$ cat config.mk
export PLATFORM = sky130hd
export DESIGN_NAME = sparse_compact_mux
export DESIGN_NICKNAME = d
export VERILOG_FILES = /design/src/rtl/sparse_compact_mux.sv
export SDC_FILE = /design/constraint.sdc
export NUM_CORES = 1
export LEC_CHECK = 0
export CAP_MARGIN = 25
export CORE_MARGIN = 2
export CORE_UTILIZATION = 48
export CTS_CLUSTER_DIAMETER = 200
export DETAILED_ROUTE_END_ITERATION = 16
export PLACE_DENSITY = 0.79
export SETUP_SLACK_MARGIN = 0.5
export SYNTH_ARGS = -nofsm -noshare
export SYNTH_HDL_FRONTEND = slang
export SYNTH_SLANG_ARGS = --single-unit
$ cat constraint.sdc
create_clock -name clk -period 2.5 [get_ports clk]
set_input_delay 0.25 -clock clk [delete_from_list [all_inputs] [get_ports clk]]
set_output_delay 0.25 -clock clk [all_outputs]
set_load 0.01 [all_outputs]
$ cat src/rtl/sparse_compact_mux.sv
// ----------------------------------------------------------------------------
// sparse_compact_mux
//
// Purpose:
//   Accepts a vector of NUM_LANES elements together with a sparsity bitmap and
//   streams out only the lanes whose mask bit is set, one element per beat, in
//   ascending lane order. An all-zero effective mask still produces a single
//   "empty" beat, so every accepted vector yields at least one beat. A new
//   vector may be accepted in the same cycle as the last beat of the previous
//   one, so back-to-back vectors stream without a bubble.
//
// Ports:
//   clk        - rising-edge clock
//   rst        - synchronous active-high reset
//   in_valid   - input vector valid
//   in_ready   - block accepts a vector this cycle
//   in_data    - NUM_LANES elements, lane i at [i*DATA_WIDTH +: DATA_WIDTH]
//   in_mask    - sparse bitmap, bit i set means lane i is nonzero
//   dense_mode - sampled at accept; forces the effective mask to all ones
//   out_valid  - output beat valid
//   out_ready  - consumer accepts the beat
//   out_data   - selected element
//   out_index  - source lane of out_data
//   out_last   - final beat of the current vector
//   out_empty  - beat stands for a vector whose effective mask was all zero
// ----------------------------------------------------------------------------
module sparse_compact_mux #(
    parameter int DATA_WIDTH = 8,
    parameter int NUM_LANES  = 8
) (
    input  logic                              clk,
    input  logic                              rst,
    input  logic                              in_valid,
    output logic                              in_ready,
    input  logic [NUM_LANES*DATA_WIDTH-1:0]   in_data,
    input  logic [NUM_LANES-1:0]              in_mask,
    input  logic                              dense_mode,
    output logic                              out_valid,
    input  logic                              out_ready,
    output logic [DATA_WIDTH-1:0]             out_data,
    output logic [$clog2(NUM_LANES)-1:0]      out_index,
    output logic                              out_last,
    output logic                              out_empty
);

    localparam int IDX_WIDTH = $clog2(NUM_LANES);

    typedef enum logic [0:0] {
        IDLE = 1'b0,
        EMIT = 1'b1
    } state_t;

    state_t                            state_q, state_d;
    logic [NUM_LANES*DATA_WIDTH-1:0]   data_q,  data_d;
    logic [NUM_LANES-1:0]              mask_q,  mask_d;
    logic                              empty_q, empty_d;

    logic [IDX_WIDTH-1:0]              sel_idx;
    logic [DATA_WIDTH-1:0]             sel_data;
    logic [NUM_LANES-1:0]              sel_onehot;
    logic                              single_bit;
    logic                              out_hs;
    logic                              accept;
    logic [NUM_LANES-1:0]              eff_mask;

    // Lowest set bit of the remaining mask. Scanning from the top down lets
    // the lowest set lane be the last one to overwrite the selection.
    always_comb begin
        sel_idx    = '0;
        sel_data   = '0;
        sel_onehot = '0;
        for (int i = NUM_LANES - 1; i >= 0; i--) begin
            if (mask_q[i]) begin
                sel_idx       = IDX_WIDTH'(i);
                sel_data      = data_q[i*DATA_WIDTH +: DATA_WIDTH];
                sel_onehot    = '0;
                sel_onehot[i] = 1'b1;
            end
        end
    end

    // Clearing the lowest set bit leaves zero only when exactly one bit (or
    // none) was set; the none case is handled separately by empty_q.
    assign single_bit = ((mask_q & (mask_q - NUM_LANES'(1))) == '0);

    assign eff_mask = dense_mode ? {NUM_LANES{1'b1}} : in_mask;

    // Outputs and next state. Outputs are all zero outside EMIT.
    always_comb begin
        out_valid = 1'b0;
        out_data  = '0;
        out_index = '0;
        out_last  = 1'b0;
        out_empty = 1'b0;

        if (state_q == EMIT) begin
            out_valid = 1'b1;
            if (empty_q) begin
                out_last  = 1'b1;
                out_empty = 1'b1;
            end else begin
                out_data  = sel_data;
                out_index = sel_idx;
                out_last  = single_bit;
            end
        end

        out_hs   = out_valid && out_ready;
        in_ready = (state_q == IDLE) || (out_hs && out_last);
        accept   = in_valid && in_ready;

        state_d = state_q;
        data_d  = data_q;
        mask_d  = mask_q;
        empty_d = empty_q;

        // A new vector takes precedence over retiring the last beat, which is
        // what gives back-to-back streaming with no idle cycle in between.
        if (accept) begin
            state_d = EMIT;
            data_d  = in_data;
            mask_d  = eff_mask;
            empty_d = (eff_mask == '0);
        end else if (out_hs) begin
            mask_d = mask_q & ~sel_onehot;
            if (out_last) begin
                state_d = IDLE;
                data_d  = '0;
                mask_d  = '0;
                empty_d = 1'b0;
            end
        end
    end

    always_ff @(posedge clk) begin
        if (rst) begin
            state_q <= IDLE;
            data_q  <= '0;
            mask_q  <= '0;
            empty_q <= 1'b0;
        end else begin
            state_q <= state_d;
            data_q  <= data_d;
            mask_q  <= mask_d;
            empty_q <= empty_d;
        end
    end

endmodule

* Word level (Yosys, flattened, before mapping) *
Cells that the tools add are included.
W data, S select, Z words.

word-level totals
  output and inout bits = 15
  register bits = 74
  logic and storage cells = 62
  bits of input ports = 77

cells by class
  $add $sub $neg = 1
  reduce and logical (&&, ||, !) cells = 9
  bitwise gates (word level) = 4
  mux-type cells = 44

operators by type and width
  operator               count
  $mux W64               3
  $mux W8                22
  $mux W3                10
  $and A8 B8 Y8          2
  $logic_not A8 Y1       2
  $mux W1                9
  $not A8 Y8             1
  $sub A8 B1 Y8 const B  1
  $reduce_bool A2 Y1     2
  $logic_and A1 B1 Y1    3
  $reduce_and A2 Y1      1
  $logic_or A1 B1 Y1     1
  $not A1 Y1             1

* Logic depth before layout (Yosys ltp) *
Gate-level depths: netlist of run 1.

  word-level depth = 13
  gate-level depth with buffers = 8
  depth with buffers taken out = 5

* Worst setup path before layout of run 1 *
OpenSTA, ideal clock, no wires.

  path kind = reg2out
  start point = register mask_q[4]
  end point = output out_data[6]
  data arrival time = 1642 ps
  setup slack = 608 ps
  stages on the path, launching flop included = 8
  buffers on the path = 2
  required time = 2250 ps
  cell sequence = dfxtp_1 buf_2 buf_1 nor2_1 a221oi_1 a221o_1 a221oi_1 nor3_1

on the way
  longest elaborated chain between the ends = 7

ends and longest elaborated chain
  element                 RTL line  RTL
  from (decl)             55        logic [NUM_LANES-1:0] mask_q, mask_d;
  from (signal assigned)  144       mask_q <= mask_d;
  $mux W8 (5 in series)   73        if (mask_q[i]) begin
  $mux W8                 98        if (empty_q) begin
  $mux W8                 96        if (state_q == EMIT) begin
  to (decl)               40        output logic [DATA_WIDTH-1:0] out_data,

Every way passes these cells.

* Worst setup path after layout of run 1 *
  start point = register mask_q[0]
  end point = register data_q[20]

on the way
  longest elaborated chain between the ends = 10
  elaborated cells on any way between the ends = 12
  classes of those cells = add/sub: 1; mux: 3; bitwise: 1; reduce/logical: 7

ends and longest elaborated chain
  element                              RTL line  RTL
  $sub A8 B1 Y8                        84        assign single_bit = ((mask_q & (mask_q - NUM_LANES'(1))) == '0);
  $and A8 B8 Y8 (*)                    84
  $logic_not A8 Y1 (*)                 84
  $mux W1 (*)                          98
  $mux W1 (*)                          96
  $logic_and A1 B1 Y1                  109       in_ready = (state_q == IDLE) || (out_hs && out_last);
  $logic_or A1 B1 Y1                   109
  $logic_and A1 B1 Y1                  110       accept = in_valid && in_ready;
  $reduce_bool A2 Y1 (no source line)  --
  $reduce_and A2 Y1 (no source line)   --
  to (signal assigned)                 143       data_q <= data_d;
  to (decl)                            54        logic [NUM_LANES*DATA_WIDTH-1:0] data_q, data_d;

Mark *: on every way between the ends. The rest lies on a longest branch, timed or not.
A chain may end at the register's enable or synchronous reset.

==> out/summary.txt, run 1 <==
Hold_sp: in_data[63]
Total core area: 0.006832 mm²
FF/Latch Area: 0.001503 mm²
Share of cells above drive strength 1: 0.3012
Power Total: 3.980 mW
Nets@finish: 561
Drt pass-1 iters: 6
Grt total ovfl: 0
Synth Instances: 360
Crit path max fanout: 29
Clock H-tree levels: 3
Synth top area share: 0.4347
Top post-synthesis cells by area: dfxtp_1, a22o_1, a221oi_1, a21oi_1, nand2_1
Total negative slack: 0 ps
Critical Path Start Type: flop
Root buffer cell: clkbuf_8
Max frequency: 0.4418 GHz
Die Ht: 88.27 µm
Largest net degree at the start of global routing: 36
FF+latch count, synth: 74
Final worst clock skew: 8.560 ps
Setup CP Type: reg2reg
Cell depth of the worst flop-to-flop path: 8
Yosys cell types: 39
Inserted Clock Buffers: 9
M3 GR Usage: 0.06716
Normalized max-slew margin: 0.5349
Post-synthesis net count: 437
Vias in the first global route: 3548
Count of final max-slew check failures: 0
Yosys warns: 0
IO Count: 92
Post-DR wirelength/cell: 21.90 µm
CTS tree: built
Pwr per Cell Area: 728.2 mW/mm²
Met2 Resource Use GR: 0.4949
Initial antenna violation count: 0
Hpwl dp: 6.747 mm
First-pass GRT wire length: 18.17 mm
Critical Path RT: 2740 ps
Die ar.: 0.007791 mm²
Drt initial violations: 486
Peak supply drop: 0.4136 mV
Number of diodes: 0
Setup crit end kind: flop
Combined area of the multi-input logic cells: 0.001927 mm²
Clock sink count: 74
Core Rows: 30
RSZ-0062 raised after global routing: true
Leak: 2.114 nW
Most common library cells after synthesis: dfxtp_1, a22o_1, nand2_1
Synth-to-Final Area Change: 60.39%
Arrival time worst endpoint: 2500 ps
Placer Congestion: 0.9004
Number of flops mapped to enable cells by yosys: 0
Minimum clock period: 2264 ps
Via count: 3721
GRT busiest layer: met2
Chip width: 88.27 µm
Initial Utilization: 0.4989
Post-synthesis cell area: 0.003408 mm²
Setup violators final: 0
GR Layer Usage met1: 0.3653
Ys async rst share: 0
Final hold violation count: 0
Crit share post-route: 0.9055
Reg clk slew, reported paths: 80 ps
# fillers: 375
Synth Area per Inst: 9.467 µm²
Area leader, netlist: dfxtp_1
R2R Setup Slk: 240 ps
WHS Endpoint: data_q[63]
Clock Path Buffers: 2
RR Endpoint: data_q[20]
Worst R2R Start: mask_q[0]
DRC: 0
Drt via density: 6.372
Worst skew pair latency: 350 ps
Seq/Total Area, Yosys: 0.4347
Most frequently used flop master after synthesis: dfxtp_1
Status: complete, no violations
Final WL: 12.79 mm
Buffers on Ports: 91
Total GRT Usage: 0.3093
Tightest Pin Transition: 697.6 ps
Worst min path class: in2reg
Hold depth: 2
Top-count cell post-synth: dfxtp_1
Final ANT Viol Nets: 0
# Max-Cap Violations: 0
-- cell families (layout without fill, tap and decap cells) --
kind of cell,Yosys count,after routing,synth area share
flip-flops,74,74,0.4347
AND/OR/NAND/NOR,77,77,0.1134
AO/OA/AOI/OAI,148,148,0.3642
buffers and inverters,60,188,0.08444
adder cells (fa/ha/maj),1,1,0.003304
-- layer usage --
layer,part of all wire,wire length [µm]
met1,0.37,4787
met2,0.48,6095
met3,0.087,1108
met4,0.062,796
met5,0,0
-- timing repair --
| action | 4_1_cts | 5_1_grt |
|---|---|---|
| pin swaps | 29 | 39 |
| gates resized for setup | 106 | 38 |
| hold buffers | 0 | 0 |
| setup buffers | 23 | 6 |
| gates cloned | 6 | 3 |
| endpoints found under the setup margin | 84 | 86 |
-- state kept, by name, indices dropped and copies added (netlist names) --
| signal | cells |
|---|---|
| data_q | 64 |
| mask_q | 8 |
| empty_q | 1 |
| state_q | 1 |
-- final cells by class --
| class | instances | share of cell area |
|---|---|---|
| multi-input cells | 226 | 0.3525 |
| repair buffers | 152 | 0.2971 |
| flip-flops and latches | 74 | 0.2749 |
| clock buffers | 9 | 0.02266 |
| well taps | 96 | 0.02197 |
| clock inverters | 6 | 0.01648 |
| inverters | 21 | 0.01442 |
-- worst max-delay path by stage --
stage / from / end / slack [ps] / depth (start not counted)
global route: mask_q[0] / mask_q[5] / 180 / 10
global placement: mask_q[3] / out_data[3] / 150 / 5
floorplan: mask_q[4] / out_data[6] / 610 / 7
finish: mask_q[0] / data_q[20] / 240 / 8
detailed placement: mask_q[3] / out_data[6] / 120 / 5
CTS: mask_q[4] / out_data[1] / 290 / 7
-- stage by stage --
stage | cell area [µm²] | hold WS [ps] | utilization | setup WS [ps] | instances
2_1_floorplan | 3408 | 375.5 | - | 608.3 | 360
3_3_place_gp | 4429 | 462.2 | 0.6484 | 145.9 | 531
3_5_place_dp | 4429 | 463.8 | 0.6484 | 119.6 | 531
4_1_cts | 5258 | 472.4 | 0.7696 | 288.1 | 575
5_1_grt | 5466 | 476.0 | 0.8002 | 179.1 | 584
6_report | 5466 | 478.8 | 0.8002 | 236.3 | 584
-- power by group --
| part | leakage, nW | total, mW | switching, mW | internal [mW] |
|---|---|---|---|---|
| Combinational | 1.39 | 1.47 | 0.716 | 0.754 |
| Sequential | 0.614 | 1.49 | 0.136 | 1.35 |
| Clock | 0.106 | 1.02 | 0.461 | 0.561 |
-- layout by cell type (no fill, tap or decap), types with 3 or more instances in the layout --
cell and instances:
buf_2 8, dfxtp_4 5, nor2b_1 9, nor3_1 5, inv_1 21, nor3_2 4
buf_12 7, nand2_1 21, buf_6 18, o2111ai_1 3, buf_4 28, a221o_1 8
a221oi_2 14, clkdlybuf4s50_1 78, a31oi_1 3, nor2_2 5, nor2_1 13, o211ai_1 10
clkbuf_8 9, a21oi_1 15, nand3_1 3, a221oi_1 4, buf_16 5, o2111ai_4 4
dfxtp_1 67, a311oi_2 4, a22o_1 64, nor4_1 4
-- worst max-delay path, cell delays in order (launching register included) --
cell      delay [ps]
dfxtp_4          370
nor4_4           330
buf_4            180
nand4b_1         180
o211ai_2         280
buf_4            170
o41ai_4           80
buf_4            260
a22o_1           280
No activity file was read; power rests on OpenSTA's default activity.
==> inputs of run 2 (changes only) <==
--- a/config.mk
+++ b/config.mk
@@ -6,7 +6,7 @@
 export NUM_CORES = 1
 export LEC_CHECK = 0
 export CAP_MARGIN = 25
-export CORE_MARGIN = 2
+export CORE_MARGIN = 5
 export CORE_UTILIZATION = 48
 export CTS_CLUSTER_DIAMETER = 200
 export DETAILED_ROUTE_END_ITERATION = 16
==> run 2 against run 1 <==
Net effect:
- count of clock-buffer cells in the layout stayed put
- via count is 0.30% lower
- global-route usage is 4.7 points lower
- die area is 14% higher
- hold slack better by 3.6 ps
- fmax is 3.1% lower
- routed wire length is 0.89% higher
- non-clock buffer count is 11 lower
- setup slack worse by 72 ps
- sequential share of layout area is 0.77 points higher
==> out/summary.txt, run 2 (synthesized netlist as in run 1, its figures left out) <==
Status: complete, no violations (unchanged)
Core Rows: 30 (unchanged)
Clock sink count: 74 (unchanged)
Non-filler cells, final: 574 (was 584)
Inserted Clock Buffers: 9 (unchanged)
Buffers on Ports: 91 (unchanged)
CTS hold repair buffers: 0 (unchanged)
RSZ-0062 raised after global routing: true (unchanged)
Crit path max fanout: 12 (was 29)
Setup crit end kind: flop (unchanged)
Placer Congestion: 0.8916 (was 0.9004)
Chip width: 94.27 µm (was 88.27 µm)
Arrival time worst endpoint: 2620 ps (was 2500 ps)
Largest registers: data_q (64), mask_q (8) (unchanged)
Drt via density: 6.463 (was 6.372)
Drt initial violations: 506 (was 486)
Final hold violation count: 0 (unchanged)
Total core area: 0.006869 mm² (was 0.006832 mm²)
Die Ht: 94.27 µm (was 88.27 µm)
Nets@finish: 550 (was 561)
CTS tree: built (unchanged)
Vias in the first global route: 3395 (was 3548)
Minimum clock period: 2335 ps (was 2264 ps)
WHS Endpoint: data_q[56] (was data_q[63])
Max FFs per register: 64 (unchanged)
Worst R2R Start: mask_q[4] (was mask_q[0])
First-pass GRT wire length: 17.89 mm (was 18.17 mm)
Final worst clock skew: 12.84 ps (was 8.560 ps)
Worst skew pair latency: 350 ps (about the same)
DR WL met2: 6.087 mm (was 6.095 mm)
Synth-to-Final Area Change: 55.87% (was 60.39%)
RR Endpoint: data_q[12] (was data_q[20])
Total negative slack: 0 ps (unchanged)
Crit share post-route: 0.9342 (was 0.9055)
Most frequent cells in the layout: clkdlybuf4s50_1, dfxtp_1, a22o_1 (unchanged)
Critical Path RT: 2780 ps (was 2740 ps)
Setup CP Type: reg2reg (unchanged)
DRC: 0 (unchanged)
Number of diodes: 0 (unchanged)
Leak: 2.057 nW (was 2.114 nW)
Via count: 3710 (was 3721)
Critical Path Start Type: flop (unchanged)
Drt pass-1 iters: 6 (unchanged)
Peak supply drop: 0.3977 mV (was 0.4136 mV)
Cells after DPL: 528 (was 531)
Largest net degree at the start of global routing: 65 (was 36)
Cell depth of the worst flop-to-flop path: 10 (was 8)
Hold WS: 482.4 ps (was 478.8 ps)
Clock Path Buffers: 2 (unchanged)
Largest register by flop count: data_q (unchanged)
Clock H-tree levels: 3 (unchanged)
Hpwl dp: 7.023 mm (was 6.747 mm)
CP startpoint: mask_q[4] (was mask_q[0])
Pwr per Cell Area: 739.2 mW/mm² (was 728.2 mW/mm²)
Share of cells above drive strength 1: 0.2699 (was 0.3012)
Top Metal Used: met4 (unchanged)
Die ar.: 0.008886 mm² (was 0.007791 mm²)
Final WL: 12.90 mm (was 12.79 mm)
Root buffer cell: clkbuf_8 (unchanged)
Worst min path class: in2reg (unchanged)
Normalized max-slew margin: 0.5229 (was 0.5349)
Total GRT Usage: 0.2619 (was 0.3093)
Initial antenna violation count: 0 (unchanged)
Commonest non-fill, non-tap cell in the layout: clkdlybuf4s50_1 (unchanged)
IO Count: 92 (unchanged)
Placed Area: 0.004419 mm² (was 0.004429 mm²)
Post-DR wirelength/cell: 22.48 µm (was 21.90 µm)
Grt total ovfl: 0 (unchanged)
Met1 WL: 4.980 mm (was 4.787 mm)
Hold depth: 2 (unchanged)
Tightest Pin Transition: 715.6 ps (was 697.6 ps)
Post-route design area: 0.005313 mm² (was 0.005466 mm²)
Hold_sp: in_data[56] (was in_data[63])
R2R Setup Slk: 160 ps (was 240 ps)
Setup violators final: 0 (unchanged)
Initial Utilization: 0.4962 (was 0.4989)
Length of routed met3 wiring: 1.295 mm (was 1.108 mm)
Max frequency: 0.4282 GHz (was 0.4418 GHz)
# Max-Cap Violations: 0 (unchanged)
Reg clk slew, reported paths: 80 ps (about the same)
Count of final max-slew check failures: 0 (unchanged)
Final ANT Viol Nets: 0 (unchanged)
## run 2: worst max-delay path, cell delays in order (launching register included)
cell and delay (ps):
dfxtp_4 370, buf_6 150, maj3_2 310, o21ai_2 170, a2bb2oi_2 250, buf_4 160
and4b_2 300, buf_6 140, buf_4 120, buf_12 120, a22o_1 160
## run 2: where the power goes
part	total [mW]	switching (mW)	internal, mW
logic	1.39	0.674	0.720
clock network	1.03	0.466	0.568
registers	1.50	0.146	1.35
total	3.93	1.29	2.64
## run 2: how the worst max path moves through the flow
| stage | endpoint | cells after the start |
|---|---|---|
| final | data_q[12] | 10 |
| after global routing | data_q[31] | 10 |
| after CTS | out_data[3] | 7 |
| after detailed placement | out_data[3] | 5 |
| after global placement | out_data[3] | 5 |
| after floorplan | out_data[6] | 7 |
## run 2: cell type report
type | count | area (µm²)
clock buffers | 9 | 123.9
clock inverters | 7 | 98.84
fillers | 408 | 1556
inverters | 21 | 78.83
multi-input cells | 226 | 1867
flip-flops and latches | 74 | 1501
well taps | 96 | 120.1
repair buffers | 141 | 1523
## run 2: routing by layer
| metal | vias to the layer above | global-route usage |
|---|---|---|
| met4 | 0 | 0.09627 |
| met5 | - | 0 |
| li1 | 1623 | - |
| met2 | 268 | 0.4155 |
| met1 | 1759 | 0.3297 |
| met3 | 60 | 0.08654 |
## run 2: timing repair
item                                    in CTS  in global routing
cloned                                       5                  3
pin swaps                                   21                 29
endpoints found under the setup margin      81                 85
setup buffers                               15                  7
resized for setup                           94                 27
## run 2: per-stage QoR
step / power [mW] / util / setup WS [ps]
2_1_floorplan: 2.131 / - / 608.3
6_report: 3.927 / 0.7734 / 164.6
3_3_place_gp: 2.498 / 0.6434 / 162.3
5_1_grt: 4.078 / 0.7734 / 143.5
4_1_cts: 3.721 / 0.7377 / 316.5
3_5_place_dp: 2.519 / 0.6434 / 118.5
==> inputs of run 3 (changes only) <==
--- a/config.mk
+++ b/config.mk
@@ -10,6 +10,7 @@
 export CORE_UTILIZATION = 48
 export CTS_CLUSTER_DIAMETER = 200
 export DETAILED_ROUTE_END_ITERATION = 16
+export GPL_TIMING_DRIVEN = 1
 export PLACE_DENSITY = 0.79
 export SETUP_SLACK_MARGIN = 0.5
 export SYNTH_ARGS = -nofsm -noshare
==> results of run 3 <==
The final DEF is identical to that of run 2; final timing and power are the same.
